==> config.mk <==
export PLATFORM = sky130hd
export DESIGN_NAME = reduce_scheduler
export DESIGN_NICKNAME = d
export VERILOG_FILES = /design/src/rtl/reduce_pkg.sv /design/src/rtl/reduce_scheduler_rr_arbiter.sv /design/src/rtl/reduce_scheduler.sv
export SDC_FILE = /design/constraint.sdc
export NUM_CORES = 1
export LEC_CHECK = 0
export CAP_MARGIN = 40
export CORE_AREA = 2 2 418 420
export CTS_BUF_LIST = sky130_fd_sc_hd__clkbuf_4
export DETAILED_ROUTE_END_ITERATION = 8
export DIE_AREA = 0 0 420 422
export HOLD_SLACK_MARGIN = 0.05
export PLACE_DENSITY_LB_ADDON = 0.1
export SYNTH_ARGS = -nofsm -noshare
export SYNTH_HDL_FRONTEND = slang
export SYNTH_SLANG_ARGS = --single-unit
==> constraint.sdc <==
create_clock -name clk -period 10 [get_ports clk]
set_input_delay 1 -clock clk [delete_from_list [all_inputs] [get_ports clk]]
set_output_delay 1 -clock clk [all_outputs]
set_load 0.01 [all_outputs]
==> src/rtl/reduce_pkg.sv <==
// Shared types and sizing helpers for the reduce_scheduler slice.
// Latency: n/a (declarations only).
// Backpressure: n/a.
package reduce_pkg;

  localparam int DEF_N          = 8;
  localparam int DEF_DATA_WIDTH = 32;

  typedef enum logic [1:0] {
    IDLE   = 2'd0,
    ACCUM  = 2'd1,
    OUTPUT = 2'd2
  } state_t;

  // Requester index width; a lone requester still needs one bit.
  function automatic int id_width(input int req);
    return (req > 1) ? $clog2(req) : 1;
  endfunction

  // Beat counter width, large enough to hold max_beats itself.
  function automatic int cnt_width(input int max_beats);
    return $clog2(max_beats + 1);
  endfunction

endpackage

==> src/rtl/reduce_scheduler_rr_arbiter.sv <==
// Round-robin arbiter: first asserted request at or above ptr, with wrap.
// Latency: combinational, zero cycles.
// Backpressure: none; the caller decides when to act on the grant.
// Ports: req (request vector), ptr (search start, must be < REQ),
//        gnt (one-hot grant, zero when no request), gnt_idx (grant index).
module rr_arbiter #(
  parameter int REQ = 4,
  parameter int IW  = 2
) (
  input  logic [REQ-1:0] req,
  input  logic [IW-1:0]  ptr,
  output logic [REQ-1:0] gnt,
  output logic [IW-1:0]  gnt_idx
);

  // Walk the offsets from farthest to nearest so the nearest hit to ptr
  // is the last write and therefore wins.
  always_comb begin
    gnt     = '0;
    gnt_idx = '0;
    for (int i = REQ - 1; i >= 0; i--) begin
      if (req[IW'((int'(ptr) + i) % REQ)]) begin
        gnt                                 = '0;
        gnt[IW'((int'(ptr) + i) % REQ)]     = 1'b1;
        gnt_idx                             = IW'((int'(ptr) + i) % REQ);
      end
    end
  end

endmodule

==> src/rtl/reduce_scheduler.sv <==
// Time-shares one N-lane adder tree among REQ requesters, one packet per grant,
// emitting one accumulated scalar per packet tagged with the requester id.
// Latency: out_valid 1+B cycles after the first valid beat in IDLE (B beats).
// Backpressure: req_ready only for the granted requester in ACCUM; the result
//   is held in OUTPUT until out_ready, during which no beats are accepted.
// Ports: clk, reset (sync, active-high); req_valid/req_last/req_vector/
//   req_ready per requester; out_valid/out_ready result handshake with
//   out_sum, out_id, out_beats, out_trunc (packet cut at MAX_BEATS).
// Build option REDUCE_SATURATE_EN: signed lanes, widened accumulation, out_sum
//   clamped to the signed DATA_WIDTH range, extra out_sat flag port.
module reduce_scheduler
  import reduce_pkg::*;
#(
  parameter int  N          = DEF_N,
  parameter int  DATA_WIDTH = DEF_DATA_WIDTH,
  parameter int  REQ        = 4,
  parameter int  MAX_BEATS  = 16,
  localparam int IW         = id_width(REQ),
  localparam int CW         = cnt_width(MAX_BEATS)
) (
  input  logic                                  clk,
  input  logic                                  reset,
  input  logic [REQ-1:0]                        req_valid,
  input  logic [REQ-1:0]                        req_last,
  input  logic [REQ-1:0][N-1:0][DATA_WIDTH-1:0] req_vector,
  output logic [REQ-1:0]                        req_ready,
  output logic                                  out_valid,
  input  logic                                  out_ready,
  output logic [DATA_WIDTH-1:0]                 out_sum,
  output logic [IW-1:0]                         out_id,
  output logic [CW-1:0]                         out_beats,
  output logic                                  out_trunc
`ifdef REDUCE_SATURATE_EN
  ,
  output logic                                  out_sat
`endif
);

`ifdef REDUCE_SATURATE_EN
  localparam int TW = DATA_WIDTH + $clog2(N);
  localparam int AW = DATA_WIDTH + $clog2(N * MAX_BEATS);
`else
  localparam int TW = DATA_WIDTH;
  localparam int AW = DATA_WIDTH;
`endif

  localparam logic [CW-1:0] CNT_LAST = CW'(MAX_BEATS - 1);

  state_t          state, state_nxt;
  logic [IW-1:0]   g;
  logic [IW-1:0]   ptr;
  logic [AW-1:0]   acc;
  logic [CW-1:0]   cnt;
  logic            trunc;
  logic [REQ-1:0]  arb_gnt;
  logic [IW-1:0]   arb_idx;
  logic            xfer;
  logic            trunc_nxt;
  logic [TW-1:0]   tree_sum;
  logic [AW-1:0]   beat_ext;

  rr_arbiter #(.REQ(REQ), .IW(IW)) u_arb (
    .req     (req_valid),
    .ptr     (ptr),
    .gnt     (arb_gnt),
    .gnt_idx (arb_idx)
  );

  // Shared adder tree, fed from the granted requester only.
  always_comb begin
    tree_sum = '0;
    for (int l = 0; l < N; l++) begin
`ifdef REDUCE_SATURATE_EN
      tree_sum = tree_sum + {{(TW-DATA_WIDTH){req_vector[g][l][DATA_WIDTH-1]}}, req_vector[g][l]};
`else
      tree_sum = tree_sum + req_vector[g][l];
`endif
    end
  end

`ifdef REDUCE_SATURATE_EN
  assign beat_ext = {{(AW-TW){tree_sum[TW-1]}}, tree_sum};
`else
  assign beat_ext = tree_sum;
`endif

  always_comb begin
    state_nxt = state;
    req_ready = '0;
    xfer      = 1'b0;
    trunc_nxt = 1'b0;
    case (state)
      IDLE: begin
        if (|arb_gnt) state_nxt = ACCUM;
      end
      ACCUM: begin
        req_ready[g] = 1'b1;
        xfer         = req_valid[g];
        if (xfer) begin
          if (req_last[g]) begin
            state_nxt = OUTPUT;
          end else if (cnt == CNT_LAST) begin
            state_nxt = OUTPUT;
            trunc_nxt = 1'b1;
          end
        end
      end
      OUTPUT: begin
        if (out_ready) state_nxt = IDLE;
      end
      default: state_nxt = IDLE;
    endcase
  end

  always_ff @(posedge clk) begin
    if (reset) begin
      state <= IDLE;
      g     <= '0;
      ptr   <= '0;
      acc   <= '0;
      cnt   <= '0;
      trunc <= 1'b0;
    end else begin
      state <= state_nxt;
      if (state == IDLE && |arb_gnt) g <= arb_idx;
      if (xfer) begin
        acc   <= (cnt == '0) ? beat_ext : acc + beat_ext;
        cnt   <= cnt + CW'(1);
        trunc <= trunc_nxt;
      end
      if (state == OUTPUT && out_ready) begin
        // Pointer moves past the served requester so it queues behind the rest.
        ptr   <= (g == IW'(REQ - 1)) ? '0 : g + IW'(1);
        acc   <= '0;
        cnt   <= '0;
        trunc <= 1'b0;
      end
    end
  end

  assign out_valid = (state == OUTPUT);
  assign out_id    = g;
  assign out_beats = cnt;
  assign out_trunc = trunc;

`ifdef REDUCE_SATURATE_EN
  localparam logic signed [AW-1:0] SMAX = {{(AW-DATA_WIDTH+1){1'b0}}, {(DATA_WIDTH-1){1'b1}}};
  localparam logic signed [AW-1:0] SMIN = {{(AW-DATA_WIDTH+1){1'b1}}, {(DATA_WIDTH-1){1'b0}}};

  always_comb begin
    out_sat = 1'b0;
    out_sum = acc[DATA_WIDTH-1:0];
    if ($signed(acc) > SMAX) begin
      out_sat = 1'b1;
      out_sum = {1'b0, {(DATA_WIDTH-1){1'b1}}};
    end else if ($signed(acc) < SMIN) begin
      out_sat = 1'b1;
      out_sum = {1'b1, {(DATA_WIDTH-1){1'b0}}};
    end
  end
`else
  assign out_sum = acc;
`endif

endmodule

==> results of run 1 <==
[worst max-delay path: cells and delay by family (launching register included)]
family | cells | cell delay, ns
compound gates | 14 | 3.10
fa+ha+maj | 7 | 2.86
buf+inv | 6 | 0.85
mux | 1 | 0.59
flops | 1 | 0.57
xor+xnor | 1 | 0.51
simple gates | 3 | 0.34
[registers in the layout (all words and copies together), names as in the netlist]
| name | flops |
|---|---|
| out_beats | 5 |
| out_id | 2 |
| out_sum | 32 |
| out_trunc | 1 |
| ptr | 2 |
| state | 2 |
[cell usage in the layout (no fill, tap or decap), types with 27 or more instances in the layout]
cell type / n
inv_1: 415
dfxtp_1: 42
xnor2_1: 52
mux4_2: 257
a21o_1: 27
a21oi_1: 78
o21ai_0: 34
fa_1: 184
clkdlybuf4s50_1: 1079
nor2_1: 73
ha_1: 82
nand2_1: 51
[cells in the mapped netlist (11+ instances only)]
cell,instances
nor3_1,18
o21bai_1,11
clkbuf_1,38
mux4_2,257
fa_1,184
o21ai_1,21
mux2i_1,11
xnor2_1,52
nand3_1,18
buf_1,39
xor2_1,20
ha_1,82
nand2_1,51
nor2_1,73
a211oi_1,19
a21o_1,27
o21ai_0,34
inv_1,415
dfxtp_1,44
a21oi_1,79
and2_1,13
[worst min-delay path by stage]
stage,endpoint,slack (ns),cells past startpoint
floorplan,out_trunc$_SDFFE_PP0P_,0.48,2
global placement,out_trunc$_SDFFE_PP0P_,0.45,2
detailed placement,out_trunc$_SDFFE_PP0P_,0.45,2
CTS,out_trunc$_SDFFE_PP0P_,0.48,2
global route,out_trunc$_SDFFE_PP0P_,0.52,2
finish,out_trunc$_SDFFE_PP0P_,0.48,2
[per-stage QoR]
step / setup slack [ns] / utilization (%) / std cells
5_1_grt: 0.342 / 17.7 / 5001
6_report: 1.07 / 17.7 / 5012
3_5_place_dp: 0.482 / 17.6 / 4985
4_1_cts: 0.735 / 17.7 / 4993
3_3_place_gp: 0.498 / 17.6 / 4984
2_1_floorplan: 2.08 / - / 1634
[cell families (layout without fill, tap and decap cells)]
kind of cell / after synthesis / count (layout) / share of synthesized area, %
buffers and inverters: 502 / 1536 / 11.4
multiplexers: 270 / 270 / 35.3
adder cells (fa/ha/maj): 266 / 266 / 28.1
AO/OA/AOI/OAI: 263 / 263 / 10.1
AND/OR/NAND/NOR: 215 / 215 / 5.93
XOR/XNOR: 74 / 74 / 3.95
flip-flops: 44 / 44 / 5.25
other: 0 / 19 / 0
[cell type report]
type | count | area share [%]
Clock inverter | 2 | 0.114
Inverter | 416 | 5.10
Timing Repair Buffer | 1112 | 36.4
Antenna cell | 19 | 0.155
Multi-Input combinational cell | 1088 | 45.7
Tap cell | 2325 | 9.50
Sequential cell | 44 | 2.90
Clock buffer | 6 | 0.147
[metal layers]
layer / routed length [um] / track usage (%) / up-vias
li1: - / - / 7815
met1: 52300 / 17.0 / 8739
met2: 67300 / 25.6 / 444
met3: 5590 / 2.59 / 66
met4: 1400 / 1.94 / 24
met5: 161 / 0 / -
==> metrics, run 1 <==
reg2reg end out_sum[31]$_SDFFE_PP0P_; Max FO, Critical Path 22; Critical Path Source out_id[0]$_SDFFE_PP0P_; Critical Path Slowest Stage Cell mux4_2; Ys Warns 0; nets@finish 3,968; clock transition at the registers of the reported paths 0.19 ns; Synth area leader mux4_2; library cells used by synthesis 61; grt total ovfl 0; largest net degree at the start of global routing 53; unrepaired setup endpoints after global routing false; CTS Sinks 44; routed len/inst 25.3 um; ys async rst share 0%; Rows 153; mapped cell area 16,800 um2; setup TNS 0 ns; Tightest Pin Transition 0.808 ns; final setup fails 0; Initial Util 9.70%; Startpoint Class register; Core ar. 173,000 um2; postcts setup bufs 0; H-tree depth 2; Final Hold Fails 0; Worst Setup EP out_sum[31]$_SDFFE_PP0P_; Layout area overhead 82.6%; slowest stage delay, CP 0.59 ns; EDFF count, synth 0; total track usage 13.9%; Hold WS 0.478 ns; worst skew pair latency 0.48 ns; DRT Wirelength 127,000 um; ys flop type dfxtp_1; Die Y 422 um; Slew HR 45.9%; element type at the critical path end register; initial antenna violation count 53; Worst Path Required 10.43 ns; Reg area 888 um2; placed cell area 30,500 um2; Via density 3.41; number of buffers created by CTS 5; Reg2Reg Setup Slack 1.07 ns; DRC viols 0; first-pass GRT wire length 169,000 um; clk root buf clkbuf_4; footprint of the multi-input gates 14,000 um2; final number of max-transition violations 0; r2r startpoint out_id[0]$_SDFFE_PP0P_; CP Class reg2reg; filler instances 19,300; DRT iter0 DRCs 702; # IOs 1,080; Highest Clock Rate 112 MHz; crit path DAT 9.36 ns; half-perimeter wire length after placement 116,000 um; Final Cycle Share 89.3%; status completed; Synth top area share 34.5%; Post-Synthesis Cells 1,634; first drt pass iteration count 5; post-synthesis register bit count 44; Max Clock Skew 0.0225 ns; Max-Cap Viols 0; R2R depth 32; Area contributors post-synth mux4_2 35%, fa_1 22%, inv_1 9.3%, ha_1 6.1%, dfxtp_1 5.3%; TritonCTS clock tree built; ANT nets after route 0; syn_area_per_cell 10.3 um2; fin crit period 8.93 ns; vias in the first global route 19,200; CTS Buffer Depth 2; gpl congestion 0.884; vias after detailed routing 17,100; input/output buffers 1,079; HP Class reg2reg; Die ar. 177,000 um2; post_cts resized 0; fin area 30,600 um2; Mapped Nets 2,935; hold_buf cts 0; sequential area share after synthesis 5.25%; layout cells sized above 1 11.5%; Die Wd 420 um; launch point of the worst hold path out_trunc$_SDFFE_PP0P_
Power of run 1 is left out: the tool's default activity adds up to more than one toggle a clock period on the data nets, which glitch-free logic cannot reach.
==> inputs of run 2 (changes only) <==
CORE_AREA = 2 2 420 422   (was 2 2 418 420)
DIE_AREA = 0 0 422 424   (was 0 0 420 422)
DONT_BUFFER_PORTS = 1   (was unset)
==> run 2 against run 1 <==
Register-to-register slack got worse by 0.09 ns; setup slack got worse by 0.087 ns; die area is 0.95% higher; sequential share of layout area increased by 1.6 points; flip-flop and latch count unchanged; wire length is 16% lower; critical endpoint unchanged.
==> metrics, run 2 (synthesis results as in run 1) <==
Hold Crit Endpoint out_trunc$_SDFFE_PP0P_; Reg2Reg Setup Slack 0.99 ns (-0.09 ns); max reg flops 32 (unchanged); total track usage 11.4% (-2.5 points); first drt pass iteration count 5 (unchanged); fin crit period 9.01 ns (+0.0870 ns); H-tree depth 2 (unchanged); Rows 154 (+0.65%); post_cts resized 0 (unchanged); Critical Path Source out_id[0]$_SDFFE_PP0P_; nets@finish 2,875 (-28%); CTS Sinks 44 (unchanged); setup TNS 0 ns (unchanged); Tightest Pin Transition 0.900 ns (+0.0918 ns); slowest stage delay, CP 0.82 ns (+0.23 ns); Layout area overhead 18.1%; largest net degree at the start of global routing 101 (+91%); Worst Hold Path Cells 2 (unchanged); routed len/inst 26.9 um (+6.5%); launch point of the worst hold path out_trunc$_SDFFE_PP0P_; number of buffers created by CTS 5 (unchanged); vias in the first global route 15,000 (-22%); initial antenna violation count 134 (+150%); Max-Cap Viols 0 (unchanged); vias after detailed routing 13,800 (-19%); gpl congestion 0.963 (+9.0%); DRT Wirelength 107,000 um (-16%); DRC viols 0 (unchanged); layout cells sized above 1 18.7% (+7.1 points); first-pass GRT wire length 140,000 um (-17%); Max Clock Skew 0.0471 ns (+0.0246 ns); crit path DAT 9.44 ns (+0.08 ns); placed cells 3,907 (-22%); Initial Util 9.59% (-0.12 points); ANT nets after route 0 (unchanged); CTS Buffer Depth 2 (unchanged); # IOs 1,080 (unchanged); grt total ovfl 0 (unchanged); fin area 19,800 um2 (-35%); reg2reg end out_sum[31]$_SDFFE_PP0P_; Die Y 424 um (+0.47%); Worst Path Required 10.43 ns (about the same); unrepaired setup endpoints after global routing false; placed cell area 19,600 um2 (-36%); TritonCTS clock tree built; Via density 3.48 (+2.1%); Final Hold Fails 0 (unchanged); CP Class reg2reg; input/output buffers 0 (-100%); Highest Clock Rate 111 MHz (-0.96%); Startpoint Class register; most frequent cells in the layout 415 x inv_1, 257 x mux4_2, 184 x fa_1; postcts setup bufs 0 (unchanged); Max FO, Critical Path 58 (+160%); Die Wd 422 um (+0.48%); Die ar. 179,000 um2 (+0.95%); final std cells w/o fill 3,978 (-21%); Slew HR 40.0% (-5.9 points); Core ar. 175,000 um2 (+1.2%); clock transition at the registers of the reported paths 0.21 ns (+0.02 ns); r2r startpoint out_id[0]$_SDFFE_PP0P_; clk root buf clkbuf_4; Final Cycle Share 90.1% (+0.87 points); final number of max-transition violations 0 (unchanged); R2R depth 32 (unchanged); most common cell after layout, fill and taps aside inv_1; worst skew pair latency 0.49 ns (about the same); DRT iter0 DRCs 1,178 (+68%); HP Class reg2reg; hold_buf cts 0 (unchanged); status completed; element type at the critical path end register; Critical Path Slowest Stage Cell dfxtp_4; final setup fails 0 (unchanged); half-perimeter wire length after placement 98,200 um (-16%)
==> run 2: cell count changes in the layout (fill, tap and decap cells not counted), sizes merged <==
cell	change
clkdlybuf4s50	-1079
diode	+44
buf	-14
bufinv	-1
clkinvlp	+1
==> run 2: worst max-delay path by stage <==
stage | endpoint | slack [ns] | depth (start not counted)
floorplan | out_sum[31]$_SDFFE_PP0P_ | 2.08 | 32
global placement | out_sum[31]$_SDFFE_PP0P_ | 0.93 | 32
detailed placement | out_sum[31]$_SDFFE_PP0P_ | 0.85 | 32
CTS | out_sum[31]$_SDFFE_PP0P_ | 0.78 | 32
global route | out_sum[30]$_SDFFE_PP0P_ | 0.37 | 29
finish | out_sum[31]$_SDFFE_PP0P_ | 0.99 | 32
==> run 2: worst max-delay path: cells and delay by family (launching register included) <==
| family | cells | cell delay, ns |
|---|---|---|
| adders and majority gates | 7 | 2.83 |
| DFF | 1 | 0.82 |
| AOI/OAI and AO/OA | 14 | 3.07 |
| buffers and inverters | 6 | 0.81 |
| and+or+nand+nor | 3 | 0.33 |
| xor gates and xnor gates | 1 | 0.41 |
| muxes | 1 | 0.57 |
==> run 2: cell type report <==
class | count | area [um2]
clock buffer | 6 | 45.0
inverter | 416 | 1560
fill | 20100 | 155000
clock inverter | 2 | 16.3
sequential | 44 | 888
tap | 2340 | 2930
timing repair buffer | 19 | 215
antenna | 63 | 158
multi-input combinational | 1088 | 14000
==> run 2: per-stage QoR <==
stage | hold WS, ns | utilization, % | worst slack (ns)
2_1_floorplan | 0.476 | - | 2.08
3_3_place_gp | 0.503 | 11.2 | 0.929
3_5_place_dp | 0.510 | 11.2 | 0.852
4_1_cts | 0.444 | 11.2 | 0.782
5_1_grt | 0.468 | 11.3 | 0.370
6_report | 0.525 | 11.3 | 0.986
==> run 2: metal layers <==
metal | share of wire, % | global-route usage (%)
met5 | 0.47 | 0.591
met4 | 2.0 | 2.08
met3 | 10 | 5.05
met2 | 48 | 19.1
met1 | 39 | 13.6
Power of run 2 is left out for the same reason.
